===== src/rtl/lcd_pkg.sv =====
// Shared types and constants for the HD44780 bus scheduler:
// FSM state enum, LCD command bytes, power-up init ROM.
package lcd_pkg;

  typedef enum logic [2:0] {
    ST_POWERUP,
    ST_INIT_SETUP,
    ST_INIT_E,
    ST_INIT_WAIT,
    ST_IDLE,
    ST_SETUP,
    ST_E_HIGH,
    ST_WAIT
  } state_t;

  localparam logic [7:0] LCD_WAKE       = 8'h30;
  localparam logic [7:0] LCD_CLEAR      = 8'h01;
  localparam logic [7:0] LCD_HOME       = 8'h02;
  localparam logic [7:0] LCD_HOME_ALT   = 8'h03;
  localparam logic [7:0] LCD_FUNC_8B2L  = 8'h38;
  localparam logic [7:0] LCD_DISP_ON    = 8'h0C;
  localparam logic [7:0] LCD_ENTRY_INC  = 8'h06;
  localparam logic [7:0] LCD_DDRAM_ROW0 = 8'h80;
  localparam logic [7:0] LCD_DDRAM_ROW1 = 8'hC0;

  localparam int INIT_LEN = 7;
  localparam int IDX_W    = $clog2(INIT_LEN);

  // Entry 0 is the rightmost element.
  localparam logic [INIT_LEN-1:0][7:0] INIT_ROM = {
    LCD_ENTRY_INC,
    LCD_CLEAR,
    LCD_DISP_ON,
    LCD_FUNC_8B2L,
    LCD_WAKE,
    LCD_WAKE,
    LCD_WAKE
  };

  function automatic int max_of(int a, int b);
    return (a > b) ? a : b;
  endfunction

  // Clear and home commands need the long execution wait.
  function automatic logic is_clr_cmd(logic rs, logic [7:0] d);
    return !rs && (d == LCD_CLEAR || d == LCD_HOME ||
                   d == LCD_HOME_ALT);
  endfunction

endpackage


===== src/rtl/lcd_rr_arbiter.sv =====
// Two-way round-robin arbiter for the LCD bus requesters.
// Ports: valid[1:0] in, advance in (transfer taken), grant[1:0] out.
module lcd_rr_arbiter
  import lcd_pkg::*;
(
  input  logic       clk,
  input  logic       rst,
  input  logic [1:0] valid,
  input  logic       advance,
  output logic [1:0] grant
);

  // 1: requester 1 wins the next tie.
  logic ptr_q;
  logic ptr_d;

  always_comb begin
    grant = valid;
    if (valid == 2'b11) begin
      grant = ptr_q ? 2'b10 : 2'b01;
    end
  end

  always_comb begin
    ptr_d = ptr_q;
    if (advance) begin
      ptr_d = grant[0];
    end
  end

  always_ff @(posedge clk or negedge rst) begin
    if (!rst) begin
      ptr_q <= 1'b0;
    end else begin
      ptr_q <= ptr_d;
    end
  end

endmodule


===== src/rtl/lcd_bus_scheduler.sv =====
// HD44780 8-bit bus owner: power-up init, then round-robin writes
// from req0/req1 with setup, E pulse and command wait timing.
// Ports: clk, rst (async, active-low), reqN_valid/rs/data/ready,
//   lcd_rs, lcd_rw (tied 0), lcd_e, lcd_data, init_done, busy.
// Option: LCD_WRAP_EN adds row/col tracking and inserts a DDRAM
//   address command after the last column of a line.
module lcd_bus_scheduler
  import lcd_pkg::*;
#(
  parameter int T_POWERUP = 750_000,
  parameter int T_INIT1   = 205_000,
  parameter int T_INIT2   = 5_000,
  parameter int T_AS      = 5,
  parameter int T_EPW     = 25,
  parameter int T_CMD     = 2_500,
  parameter int T_CLR     = 100_000,
  parameter int COLS      = 16
) (
  input  logic       clk,
  input  logic       rst,
  input  logic       req0_valid,
  input  logic       req0_rs,
  input  logic [7:0] req0_data,
  output logic       req0_ready,
  input  logic       req1_valid,
  input  logic       req1_rs,
  input  logic [7:0] req1_data,
  output logic       req1_ready,
  output logic       lcd_rs,
  output logic       lcd_rw,
  output logic       lcd_e,
  output logic [7:0] lcd_data,
  output logic       init_done,
  output logic       busy
);

  localparam int T_MAX = max_of(
    max_of(max_of(T_POWERUP, T_INIT1), max_of(T_INIT2, T_AS)),
    max_of(max_of(T_EPW, T_CMD), T_CLR));
  localparam int CNT_W = $clog2(T_MAX) + 1;

  typedef logic [CNT_W-1:0] cnt_t;

  // The DDRAM address command carries a 4-bit column.
  if (COLS < 2 || COLS > 16) begin : g_cols_chk
    $error("COLS must be 2..16");
  end

  // A phase of n cycles loads n-1 and ends on the zero count.
  function automatic cnt_t ld(int t);
    return cnt_t'(t - 1);
  endfunction

  function automatic cnt_t init_wait(logic [IDX_W-1:0] i);
    cnt_t w;
    case (i)
      IDX_W'(0): w = ld(T_INIT1);
      IDX_W'(1): w = ld(T_INIT2);
      IDX_W'(5): w = ld(T_CLR);
      default:   w = ld(T_CMD);
    endcase
    return w;
  endfunction

  state_t           state_q, state_d;
  cnt_t             cnt_q, cnt_d;
  logic [IDX_W-1:0] idx_q, idx_d;
  logic             lcd_rs_q, lcd_rs_d;
  logic [7:0]       lcd_data_q, lcd_data_d;
  logic             init_done_q, init_done_d;

`ifdef LCD_WRAP_EN
  localparam int COL_W = $clog2(COLS);
  logic             row_q, row_d;
  logic [COL_W-1:0] col_q, col_d;
  logic             ins_q, ins_d;
`endif

  logic [1:0] grant;
  logic       accept;
  logic       cnt_zero;
  logic       sel_rs;
  logic [7:0] sel_data;

  lcd_rr_arbiter u_arb (
    .clk     (clk),
    .rst     (rst),
    .valid   ({req1_valid, req0_valid}),
    .advance (accept),
    .grant   (grant)
  );

  assign cnt_zero = (cnt_q == '0);
  assign accept   = (state_q == ST_IDLE) && init_done_q && (|grant);

  always_comb begin
    sel_rs   = 1'b0;
    sel_data = '0;
    unique case (1'b1)
      grant[0]: begin
        sel_rs   = req0_rs;
        sel_data = req0_data;
      end
      grant[1]: begin
        sel_rs   = req1_rs;
        sel_data = req1_data;
      end
      default: ;
    endcase
  end

  always_ff @(posedge clk or negedge rst) begin
    if (!rst) begin
      state_q     <= ST_POWERUP;
      cnt_q       <= ld(T_POWERUP);
      idx_q       <= '0;
      lcd_rs_q    <= 1'b0;
      lcd_data_q  <= '0;
      init_done_q <= 1'b0;
`ifdef LCD_WRAP_EN
      row_q       <= 1'b0;
      col_q       <= '0;
      ins_q       <= 1'b0;
`endif
    end else begin
      state_q     <= state_d;
      cnt_q       <= cnt_d;
      idx_q       <= idx_d;
      lcd_rs_q    <= lcd_rs_d;
      lcd_data_q  <= lcd_data_d;
      init_done_q <= init_done_d;
`ifdef LCD_WRAP_EN
      row_q       <= row_d;
      col_q       <= col_d;
      ins_q       <= ins_d;
`endif
    end
  end

  always_comb begin
    state_d     = state_q;
    cnt_d       = cnt_zero ? cnt_q : cnt_q - 1'b1;
    idx_d       = idx_q;
    lcd_rs_d    = lcd_rs_q;
    lcd_data_d  = lcd_data_q;
    init_done_d = init_done_q;
`ifdef LCD_WRAP_EN
    row_d       = row_q;
    col_d       = col_q;
    ins_d       = ins_q;
`endif
    case (state_q)
      ST_POWERUP: begin
        if (cnt_zero) begin
          state_d    = ST_INIT_SETUP;
          cnt_d      = ld(T_AS);
          lcd_rs_d   = 1'b0;
          lcd_data_d = INIT_ROM[idx_q];
        end
      end
      ST_INIT_SETUP: begin
        if (cnt_zero) begin
          state_d = ST_INIT_E;
          cnt_d   = ld(T_EPW);
        end
      end
      ST_INIT_E: begin
        if (cnt_zero) begin
          state_d = ST_INIT_WAIT;
          cnt_d   = init_wait(idx_q);
        end
      end
      ST_INIT_WAIT: begin
        if (cnt_zero) begin
          if (idx_q == IDX_W'(INIT_LEN - 1)) begin
            state_d     = ST_IDLE;
            init_done_d = 1'b1;
          end else begin
            idx_d      = idx_q + 1'b1;
            state_d    = ST_INIT_SETUP;
            cnt_d      = ld(T_AS);
            lcd_data_d = INIT_ROM[idx_q + 1'b1];
          end
        end
      end
      ST_IDLE: begin
        if (accept) begin
          state_d    = ST_SETUP;
          cnt_d      = ld(T_AS);
          lcd_rs_d   = sel_rs;
          lcd_data_d = sel_data;
`ifdef LCD_WRAP_EN
          if (sel_rs) begin
            if (col_q == COL_W'(COLS - 1)) begin
              col_d = '0;
              row_d = ~row_q;
              ins_d = 1'b1;
            end else begin
              col_d = col_q + 1'b1;
            end
          end else if (is_clr_cmd(1'b0, sel_data)) begin
            row_d = 1'b0;
            col_d = '0;
          end else if (sel_data[7]) begin
            row_d = sel_data[6];
            col_d = COL_W'(sel_data[3:0]);
          end
`endif
        end
      end
      ST_SETUP: begin
        if (cnt_zero) begin
          state_d = ST_E_HIGH;
          cnt_d   = ld(T_EPW);
        end
      end
      ST_E_HIGH: begin
        if (cnt_zero) begin
          state_d = ST_WAIT;
          cnt_d   = is_clr_cmd(lcd_rs_q, lcd_data_q) ?
                    ld(T_CLR) : ld(T_CMD);
        end
      end
      ST_WAIT: begin
        if (cnt_zero) begin
          state_d = ST_IDLE;
`ifdef LCD_WRAP_EN
          // Row already flipped at accept: row 1 means
          // the cursor must move to the second line.
          if (ins_q) begin
            ins_d      = 1'b0;
            state_d    = ST_SETUP;
            cnt_d      = ld(T_AS);
            lcd_rs_d   = 1'b0;
            lcd_data_d = row_q ? LCD_DDRAM_ROW1
                               : LCD_DDRAM_ROW0;
          end
`endif
        end
      end
      default: state_d = ST_POWERUP;
    endcase
  end

  always_comb begin
    lcd_e      = (state_q == ST_INIT_E) ||
                 (state_q == ST_E_HIGH);
    busy       = (state_q != ST_IDLE);
    req0_ready = accept && grant[0];
    req1_ready = accept && grant[1];
  end

  assign lcd_rs    = lcd_rs_q;
  assign lcd_rw    = 1'b0;
  assign lcd_data  = lcd_data_q;
  assign init_done = init_done_q;

endmodule


===== config.mk =====
export PLATFORM = sky130hd
export DESIGN_NAME = lcd_bus_scheduler
export DESIGN_NICKNAME = d
export VERILOG_FILES = /design/src/rtl/lcd_pkg.sv /design/src/rtl/lcd_rr_arbiter.sv /design/src/rtl/lcd_bus_scheduler.sv
export SDC_FILE = /design/constraint.sdc
export NUM_CORES = 1
export LEC_CHECK = 0
export BUFFER_PORTS_ARGS = -buffer_cell sky130_fd_sc_hd__buf_2
export CORE_ASPECT_RATIO = 2
export CORE_MARGIN = 1.5
export CORE_UTILIZATION = 50
export CTS_BUF_LIST = sky130_fd_sc_hd__clkbuf_16
export DETAILED_ROUTE_END_ITERATION = 6
export MAX_ROUTING_LAYER = met4
export PLACE_DENSITY = 0.74
export SLEW_MARGIN = 30
export SYNTH_ARGS = -nofsm -noshare
export SYNTH_HDL_FRONTEND = slang
export SYNTH_HIERARCHICAL = 1
export SYNTH_SLANG_ARGS = --single-unit

===== constraint.sdc =====
create_clock -name clk -period 5 [get_ports clk]
set_clock_uncertainty 0.05 [all_clocks]
set_input_delay 1 -clock clk [delete_from_list [all_inputs] [get_ports clk]]
set_output_delay 1 -clock clk [all_outputs]
set_load 0.005 [all_outputs]

==> flow_metrics.py, run 1 <==
metrics = {
    "cells_and_area": {
        "antenna_cells": 0,
        "drive_gt1_share_pct": 24.5,
        "syn2layout_area_growth_pct": 11.1,
        "nets": 367,
    },
    "synth": {
        "yosysTopAreaCell": "dfrtp_1",
        "ys_types": 66,
        "yosys_register_bits": 38,
        "synth-seq-area-share_pct": 34.5,
        "synthTopCellsByArea": "dfrtp_1, dfstp_2, ha_1, a21oi_1, o21ai_0",
        "syn-instance-count": 311,
        "yosysMostFrequentCell": "dfrtp_1",
        "async_flop_share_pct": 100,
        "synthesis.nets": 344,
        "ys.flop_type": "dfrtp_1",
        "yosys-top-cells-count": "dfrtp_1, nor2_1, a21oi_1, o21ai_0",
        "synth_edf_count": 0,
        "yosys.area.top_type_share_pct": 22.3,
        "ys_warn_count": 6,
        "syn_area_per_cell_um2": 9.02,
        "synth_area_um2": 2810,
    },
    "floorplan": {
        "die_h_um": 109,
        "io_pins": 37,
        "die_area_um2": 6100,
        "design.core.area_um2": 5420,
        "die_x_um": 56.0,
        "initial_core_util_pct": 51.8,
        "rows": 38,
    },
    "clock_tree": {
        "h-tree-depth": 2,
        "cts_tree": "yes",
        "cts_buffers": 5,
        "cts_resized": 0,
        "root_buffer": "clkbuf_16",
        "clk_latency_ns": 0.29,
        "clock_sinks": 38,
        "clk_pin_slew_worst_paths_ns": 0.06,
        "postCtsSetupRepairBufs": 0,
        "clock_path_buffers": 2,
        "hold_buffers": 0,
    },
    "setup_path": {
        "criticalPathCategory": "flip-flop to output port",
        "crit_path_max_fanout": 23,
        "r2r_slack_ns": 1.92,
        "worstSetupStartpointType": "flip-flop",
        "r2r_start": "cnt_q[0]$_DFF_PN1_",
        "end_kind": "output port",
        "crit_slowest_cell": "dfrtp_1",
        "slowest_delay_ns": 0.73,
        "crit_path_cell_trace": "nor3b_2 -> clkinv_1 -> buf_2",
        "worstPathArrival_ns": 2.11,
        "rr_endpoint": "cnt_q[11]$_DFF_PN0_",
        "reg2reg_depth": 7,
        "crit_required_ns": 3.95,
    },
    "detailed_routing": {
        "vias": 2605,
        "wl_per_cell_um": 19.5,
        "routed_wl_um": 7700,
        "avgViaCountPerCell": 6.59,
        "ant_nets": 0,
        "first_iter_violations": 177,
        "firstDrtPassIters": 5,
        "drc_errors": 0,
    },
    "sta": {
        "slew_headroom_pct": 37.9,
        "timing.final.crit_share_pct": 63.1,
        "post-route-min-period_ns": 3.16,
        "max_freq_mhz": 317,
        "setup_tns_ns": 0,
        "finalHoldViolCount": 0,
        "finalSetupViolations": 0,
        "timing.hold.ws_ns": 0.493,
        "tightest_slew_ns": 0.928,
        "rsz0062_at_grt": "false",
        "slew_violations": 0,
    },
    "min_path": {
        "hold_end": "lcd_data[4]$_DFFE_PN0P_",
        "hold_start": "lcd_data[4]$_DFFE_PN0P_",
        "worstHoldPathCells": 1,
        "holdCritPathClass": "flip-flop to flip-flop",
    },
    "pwr": {
        "ir_drop_mv": 0.207,
        "powerDensity_nw_per_um2": 202,
        "p_leak_uw": 0.00127,
    },
    "grt": {
        "grt_pass1_wl_um": 12400,
        "track_usage_pct": 27.1,
        "antenna_found_initial": 0,
        "overflow": 0,
        "first_global_vias": 2582,
        "grt_max_degree": 39,
    },
    "placement": {
        "gp_congestion": 0.925,
        "dp_hpwl_um": 5910,
        "port_buffers": 35,
    },
    "run": {
        "max_cap_viol_count": 0,
    },
    "run_status": {
        "status": "complete, no violations",
    },
}
-- cell usage in the layout, fill, tap and decap left out, types with 3 or more instances in the layout --
cell type  Yosys  layout
buf_2          2      34
dfrtp_1       25      25
nor2_1        19      19
o21ai_0       18      18
inv_1         16      18
a21oi_1       18      18
nand2_1       14      14
nand3_1       13      13
dfstp_2       13      13
ha_1          11      11
xor2_1        10      10
a211oi_1      10      10
a31oi_1        9       9
nor3_1         8       8
xnor2_1        8       8
a22oi_1        8       8
or2_2          7       7
mux2_2         6       6
nor4_1         5       5
clkbuf_16      0       5
or4_4          4       4
and2_1         4       4
or4_1          3       3
nand4b_1       3       3
a41oi_1        3       3
a221o_1        3       3
mux2i_1        3       3
buf_4          1       3
-- power breakdown --
group	switching (uW)	leakage, uW	internal (uW)
Combinational	12.4	0.000746	9.52
Clock	119	0.0000738	179
Sequential	0	0.000449	308
-- registers in the layout (all words and copies together) (netlist names) --
signal	count
init_done	1
lcd_data	8
u_arb/ptr_q	1
idx_q	3
lcd_rs	1
cnt_q	21
state_q	3
-- stage by stage --
step / std cells / instance area (um^2) / setup slack, ns / utilization [%] / power [uW]
after global routing: 395 / 3120 / 1.64 / 57.5 / 649
after floorplan: 311 / 2810 / 2.21 / - / 320
after CTS: 395 / 3110 / 1.88 / 57.5 / 636
after detailed placement: 387 / 2980 / 1.86 / 54.9 / 335
after global placement: 387 / 2980 / 1.91 / 54.9 / 335
final: 395 / 3120 / 1.84 / 57.5 / 628
-- area by class of cell --
type	instances	area [um^2]
multi-input cells	234	1680
inverters	18	70.1
well taps	60	75.1
clock buffers	5	125
flip-flops and latches	38	967
clock inverters	3	11.3
repair buffers	37	193
fillers	483	2300
-- critical path, delay by kind of cell, from the launching register on --
kind / cells / cell delay (ns)
and+or+nand+nor: 1 / 0.53
buffers and inverters: 2 / 0.56
DFF: 1 / 0.73
-- worst max-delay path by stage --
stage                                       from                       to  depth (start not counted)  slack [ns]
final                     state_q[2]$_DFFE_PN0P_                     busy                          3        1.84
after global routing      state_q[2]$_DFFE_PN0P_                     busy                          3        1.64
after CTS                 state_q[2]$_DFFE_PN0P_                     busy                          3        1.88
after detailed placement              req1_valid  lcd_data[3]$_DFFE_PN0P_                          8        1.86
after global placement                req1_valid  lcd_data[3]$_DFFE_PN0P_                          8        1.91
after floorplan                       req0_valid  lcd_data[2]$_DFFE_PN0P_                          7        2.21
-- per-layer routing --
layer / GRT usage [%] / vias to the layer above / part of all wire (%) / routed length [um]
met2: 48.2 / 127 / 54 / 4130
met4: 20.1 / 0 / 6.8 / 520
met5: - / - / 0 / 0
met1: 26.4 / 1218 / 35 / 2680
li1: - / 1213 / - / -
met3: 3.20 / 47 / 4.8 / 371
-- kinds of logic after synthesis --
family / after synthesis / share of synthesized area (%)
adders and majority gates: 11 / 4.91
AOI/OAI and AO/OA: 97 / 24.1
other: 1 / 0.134
muxes: 10 / 4.01
buffers and inverters: 39 / 5.80
and+or+nand+nor: 97 / 20.9
xor gates and xnor gates: 18 / 5.62
DFF: 38 / 34.5
No activity file was read; power rests on OpenSTA's default activity.
==> run 2, diff against run 1 <==
--- a/config.mk
+++ b/config.mk
@@ -12,7 +12,7 @@
 export CTS_BUF_LIST = sky130_fd_sc_hd__clkbuf_16
 export DETAILED_ROUTE_END_ITERATION = 6
 export MAX_ROUTING_LAYER = met4
-export PLACE_DENSITY = 0.74
+export PLACE_DENSITY = 0.76
 export SLEW_MARGIN = 30
 export SYNTH_ARGS = -nofsm -noshare
 export SYNTH_HDL_FRONTEND = slang
==> constraint.sdc (replaced) <==
create_clock -name clk -period 2.85 [get_ports clk]
set_clock_uncertainty 0.05 [all_clocks]
set_input_delay 0.57 -clock clk [delete_from_list [all_inputs] [get_ports clk]]
set_output_delay 0.57 -clock clk [all_outputs]
set_load 0.005 [all_outputs]
==> run 2 against run 1 <==
  * Hold slack lost 0.30 ns
  * Non-clock buffer count grew 18
  * Final area grew 5.3%
  * Highest routed layer unchanged
  * Sequential share of layout area shrank 1.6 points
  * Wire length grew 6.4%
==> flow_metrics.py, run 2 (synthesis gave the netlist of run 1 again) <==
metrics = {
    "run_status": {
        "status": "complete, no violations",
    },
    "cells_and_area": {
        "syn2layout_area_growth_pct": 16.9,
        "largest_reg_flops": 21,
        "final_cell_mix": "buf_2, dfrtp_1, buf_4, nor2_1",
        "antenna_cells": 0,
        "fillers": 498,
        "drive_gt1_share_pct": 29.2,
        "final-instance-count-excl-fill": 413,
        "top_register": "cnt_q",
        "final_common_cell": "buf_2",
        "fin_util_pct": 60.5,
        "nets": 385,
    },
    "setup_path": {
        "slowest_delay_ns": 0.59,
        "end_kind": "flip-flop",
        "worstSetupStartpointType": "flip-flop",
        "crit_required_ns": 2.98,
        "worstPathArrival_ns": 2.82,
        "path_common_cell": "ha_1",
        "criticalPathCategory": "flip-flop to flip-flop",
        "crit_path_max_fanout": 7,
        "crit_path_cell_trace": "inv_1 -> ha_1 -> or4b_1 -> or4_4 -> nor2_8 -> inv_4 -> ha_1 -> a221o_1 -> o311ai_0",
        "crit_slowest_cell": "or4_4",
    },
    "floorplan": {
        "io_pins": 37,
        "initial_core_util_pct": 51.8,
        "design.core.area_um2": 5420,
        "die_h_um": 109,
        "rows": 38,
        "die_x_um": 56.0,
        "die_area_um2": 6100,
    },
    "pwr": {
        "p_leak_uw": 0.00137,
        "ir_drop_mv": 0.489,
        "powerDensity_nw_per_um2": 372,
    },
    "sta": {
        "slew_headroom_pct": 50.7,
        "timing.final.crit_share_pct": 94.3,
        "finalSetupViolations": 0,
        "tightest_slew_ns": 0.732,
        "finalHoldViolCount": 0,
        "fin_ws_ns": 0.162,
        "setup_tns_ns": 0,
        "slew_violations": 0,
        "rsz0062_at_grt": "false",
        "max_freq_mhz": 372,
        "post-route-min-period_ns": 2.69,
    },
    "grt": {
        "first_global_vias": 2821,
        "track_usage_pct": 29.7,
        "grt_pass1_wl_um": 13600,
        "overflow": 0,
        "antenna_found_initial": 0,
        "grt_max_degree": 39,
    },
    "clock_tree": {
        "cts_resized": 0,
        "cts_tree": "yes",
        "clock_path_buffers": 2,
        "hold_buffers": 0,
        "clk_pin_slew_worst_paths_ns": 0.06,
        "clk_latency_ns": 0.29,
        "h-tree-depth": 2,
        "postCtsSetupRepairBufs": 0,
        "clock_sinks": 38,
        "cts_buffers": 5,
        "root_buffer": "clkbuf_16",
    },
    "detailed_routing": {
        "firstDrtPassIters": 4,
        "avgViaCountPerCell": 6.59,
        "drc_errors": 0,
        "ant_nets": 0,
        "vias": 2721,
        "first_iter_violations": 112,
        "wl_per_cell_um": 19.8,
        "routed_wl_um": 8190,
    },
    "placement": {
        "gp_congestion": 0.969,
        "dp_hpwl_um": 6160,
        "dpl_worst_slack_ns": 0.186,
        "placed_cells": 405,
        "port_buffers": 35,
    },
    "run": {
        "max_cap_viol_count": 0,
    },
    "min_path": {
        "holdCritPathClass": "input port to asynchronous set/reset pin",
    },
}
## run 2: where the power goes
part           internal (uW)  leakage (uW)  switching (uW)
clock                    410     0.0000836             230
combinational           17.6      0.000835            21.1
sequential               541      0.000449               0
total                    968       0.00137             251
## run 2: path summary, 6_finish.rpt
| path | startpoint | end | slack, ns | cells past startpoint |
|---|---|---|---|---|
| worst max-delay path | cnt_q[0]$_DFF_PN1_ | cnt_q[0]$_DFF_PN1_ | 0.16 | 9 |
| worst min-delay path | rst | cnt_q[11]$_DFF_PN0_ | 0.19 | 1 |
| worst max register to register | cnt_q[0]$_DFF_PN1_ | cnt_q[0]$_DFF_PN1_ | 0.16 | 9 |
| worst min register to register | lcd_data[7]$_DFFE_PN0P_ | lcd_data[7]$_DFFE_PN0P_ | 0.48 | 1 |
| max in group asynchronous | rst | cnt_q[1]$_DFF_PN1_ | 2.19 | 1 |
| min in group clk | lcd_data[7]$_DFFE_PN0P_ | lcd_data[7]$_DFFE_PN0P_ | 0.48 | 1 |
## run 2: cell type report
type | count | area (um^2) | area share (%)
repair buffers | 55 | 328 | 9.99
clock buffers | 5 | 125 | 3.81
flip-flops and latches | 38 | 967 | 29.5
inverters | 18 | 70.1 | 2.14
multi-input cells | 234 | 1680 | 51.1
clock inverters | 3 | 40.0 | 1.22
well taps | 60 | 75.1 | 2.29
## run 2: worst max-delay path: cells and delay by family (launching register included)
| kind | cells | cell delay [ns] |
|---|---|---|
| buffers and inverters | 2 | 0.16 |
| flip-flops | 1 | 0.39 |
| AO/OA/AOI/OAI | 2 | 0.36 |
| adder cells (fa/ha/maj) | 2 | 0.43 |
| AND/OR/NAND/NOR | 3 | 1.21 |
## run 2: metrics by stage
step	power [uW]	instance area (um^2)	hold WS [ns]
6_report	1220	3280	0.192
2_1_floorplan	562	2810	0.224
3_5_place_dp	589	3110	0.463
3_3_place_gp	589	3110	0.458
5_1_grt	1250	3280	0.243
4_1_cts	1230	3280	0.372
## run 2: metal layers
metal  global-route usage, %  up-vias  wire [um]
met5                       -        -          0
met4                    19.6        0        449
met3                    5.10       30        400
met2                    53.2      122       4470
met1                    28.7     1321       2870
li1                        -     1248          -
==> run 3, diff against run 2 <==
--- a/config.mk
+++ b/config.mk
@@ -5,6 +5,7 @@
 export SDC_FILE = /design/constraint.sdc
 export NUM_CORES = 1
 export LEC_CHECK = 0
+export ABC_AREA = 1
 export BUFFER_PORTS_ARGS = -buffer_cell sky130_fd_sc_hd__buf_2
 export CORE_ASPECT_RATIO = 2
 export CORE_MARGIN = 1.5
==> run 3 against run 2 <==
  * Utilization is 0.62 points lower
  * Sequential power hardly changed
  * Setup slack better by 0.52 ns
  * Register-to-register slack better by 0.52 ns
  * Critical endpoint unchanged
==> flow_metrics.py, run 3 <==
metrics = {
    "run_status": {
        "status": "complete, no violations",
    },
    "detailed_routing": {
        "first_iter_violations": 109,
        "wl_per_cell_um": 16.3,
        "routed_wl_um": 8660,
        "vias": 3028,
        "avgViaCountPerCell": 5.69,
        "drc_errors": 0,
        "firstDrtPassIters": 5,
        "ant_nets": 0,
    },
    "pwr": {
        "ir_drop_mv": 0.337,
        "p_leak_uw": 0.00160,
        "powerDensity_nw_per_um2": 383,
    },
    "synth": {
        "async_flop_share_pct": 100,
        "yosys_register_bits": 38,
        "yosysMostFrequentCell": "nand2_1",
        "syn-instance-count": 432,
        "yosys-top-cells-count": "nand2_1, nor2_1, inv_1",
        "ys_types": 43,
        "ys_warn_count": 6,
        "synth-seq-area-share_pct": 32.0,
        "ys.flop_type": "dfrtp_1",
        "syn_area_per_cell_um2": 6.99,
        "synth_edf_count": 0,
        "yosys.area.top_type_share_pct": 20.7,
        "synthesis.nets": 465,
        "synthTopCellsByArea": "dfrtp_1, nand2_1, dfstp_2, nor2_1, inv_1",
        "yosysTopAreaCell": "dfrtp_1",
        "synth_area_um2": 3020,
    },
    "cells_and_area": {
        "nets": 503,
        "top_register": "cnt_q",
        "final_cell_mix": "nand2_1, nor2_1, inv_1, buf_2, nand3_1",
        "drive_gt1_share_pct": 21.4,
        "final-instance-count-excl-fill": 532,
        "syn2layout_area_growth_pct": 14.3,
        "largest_reg_flops": 21,
        "fillers": 540,
        "final_common_cell": "nand2_1",
        "antenna_cells": 0,
    },
    "sta": {
        "finalSetupViolations": 0,
        "rsz0062_at_grt": "false",
        "slew_headroom_pct": 65.6,
        "fin_ws_ns": 0.680,
        "max_freq_mhz": 461,
        "slew_violations": 0,
        "setup_tns_ns": 0,
        "finalHoldViolCount": 0,
        "tightest_slew_ns": 0.516,
        "timing.hold.ws_ns": 0.192,
        "post-route-min-period_ns": 2.17,
        "timing.final.crit_share_pct": 76.2,
    },
    "clock_tree": {
        "clock_sinks": 38,
        "hold_buffers": 0,
        "cts_tree": "yes",
        "cts_resized": 0,
        "postCtsSetupRepairBufs": 0,
        "root_buffer": "clkbuf_16",
        "clk_latency_ns": 0.29,
        "h-tree-depth": 2,
        "clock_path_buffers": 2,
        "cts_buffers": 5,
        "clk_pin_slew_worst_paths_ns": 0.06,
    },
    "placement": {
        "port_buffers": 35,
        "dp_hpwl_um": 6820,
        "placed_cells": 524,
        "dpl_worst_slack_ns": 0.694,
        "gp_congestion": 0.999,
    },
    "grt": {
        "top_usage_layer": "met2",
        "grt_pass1_wl_um": 14200,
        "antenna_found_initial": 0,
        "grt_use_met2_pct": 52.3,
        "track_usage_pct": 29.2,
        "overflow": 0,
        "gr-usage-met3_pct": 3.31,
        "first_global_vias": 3141,
        "grt_max_degree": 39,
        "globalRouteMet1Util_pct": 27.3,
    },
    "setup_path": {
        "crit_slowest_cell": "dfstp_2",
        "path_common_cell": "ha_1",
        "reg2reg_depth": 10,
        "worstPathArrival_ns": 2.32,
        "slowest_delay_ns": 0.54,
        "crit_family": "adder cells",
        "crit_path_cell_trace": "clkinv_1 -> ha_1 -> inv_1 -> nor2_1 -> nand2_1 -> nor2_2 -> nand3_2 -> ha_1 -> o21bai_1 -> o2111ai_1",
        "rr_endpoint": "cnt_q[0]$_DFF_PN1_",
        "r2r_start": "cnt_q[0]$_DFF_PN1_",
        "criticalPathCategory": "flip-flop to flip-flop",
        "critPathBufInv": 2,
        "worstSetupStartpointType": "flip-flop",
        "crit_path_max_fanout": 11,
        "end_kind": "flip-flop",
        "crit_required_ns": 3.00,
        "r2r_slack_ns": 0.68,
    },
    "floorplan": {
        "die_x_um": 57.9,
        "die_h_um": 113,
        "io_pins": 37,
        "initial_core_util_pct": 52.4,
        "die_area_um2": 6540,
        "design.core.area_um2": 5760,
        "rows": 39,
    },
    "min_path": {
        "holdCritPathClass": "input port to asynchronous set/reset pin",
    },
    "run": {
        "max_cap_viol_count": 0,
    },
}
==> run 3: cell types whose count changed in the layout (fill, tap and decap cells not counted), sizes merged, moves of 11 or more <==
| cell | change |
|---|---|
| nand2 | +94 |
| nor2 | +58 |
| a211oi | -11 |
| inv | +38 |
| buf | -18 |
| nand3 | +21 |
==> run 3: per-stage QoR <==
step,area (um^2),util [%],total power (uW)
finish,3450,59.9,1320
global route,3450,59.9,1360
CTS,3450,59.9,1330
detailed placement,3250,56.5,596
global placement,3250,56.5,594
floorplan,3020,-,566
==> run 3: per-layer routing <==
layer / wire, um / share of wire (%)
met2: 4680 / 54
met4: 629 / 7.3
met1: 3070 / 35
met5: 0 / 0
met3: 279 / 3.2
==> run 3: final cells by class <==
cell class,instances,area [um^2],share of cell area (%)
clock buffer,5,125,3.63
clock inverter,3,68.8,1.99
inverter,56,210,6.09
multi-input combinational,332,1810,52.4
sequential,38,967,28.0
tap,61,76.3,2.21
timing repair buffer,37,193,5.59
==> run 3: worst max-delay path by stage <==
stage	startpoint	end	cells past startpoint
3_5_place_dp	req0_valid	cnt_q[15]$_DFF_PN0_	9
6_report	cnt_q[0]$_DFF_PN1_	cnt_q[0]$_DFF_PN1_	10
3_3_place_gp	req0_valid	cnt_q[15]$_DFF_PN0_	9
5_1_grt	cnt_q[0]$_DFF_PN1_	cnt_q[0]$_DFF_PN1_	10
4_1_cts	state_q[0]$_DFFE_PN0P_	req1_ready	6
2_1_floorplan	cnt_q[0]$_DFF_PN1_	cnt_q[0]$_DFF_PN1_	10
==> run 3: power breakdown <==
part	switching, uW	internal [uW]
sequential	0	540
clock	232	503
combinational	25.1	20.5
total	257	1060
==> run 3: logic make-up (layout without fill, tap and decap cells) <==
group,count (synthesis),count (layout),synth area share (%)
compound gates,66,66,13.6
other cells,1,1,0.124
buf+inv,62,101,8.00
mux,1,1,0.497
xor+xnor,13,13,3.77
flops,38,38,32.0
fa+ha+maj,11,11,4.56
simple gates,240,240,37.4
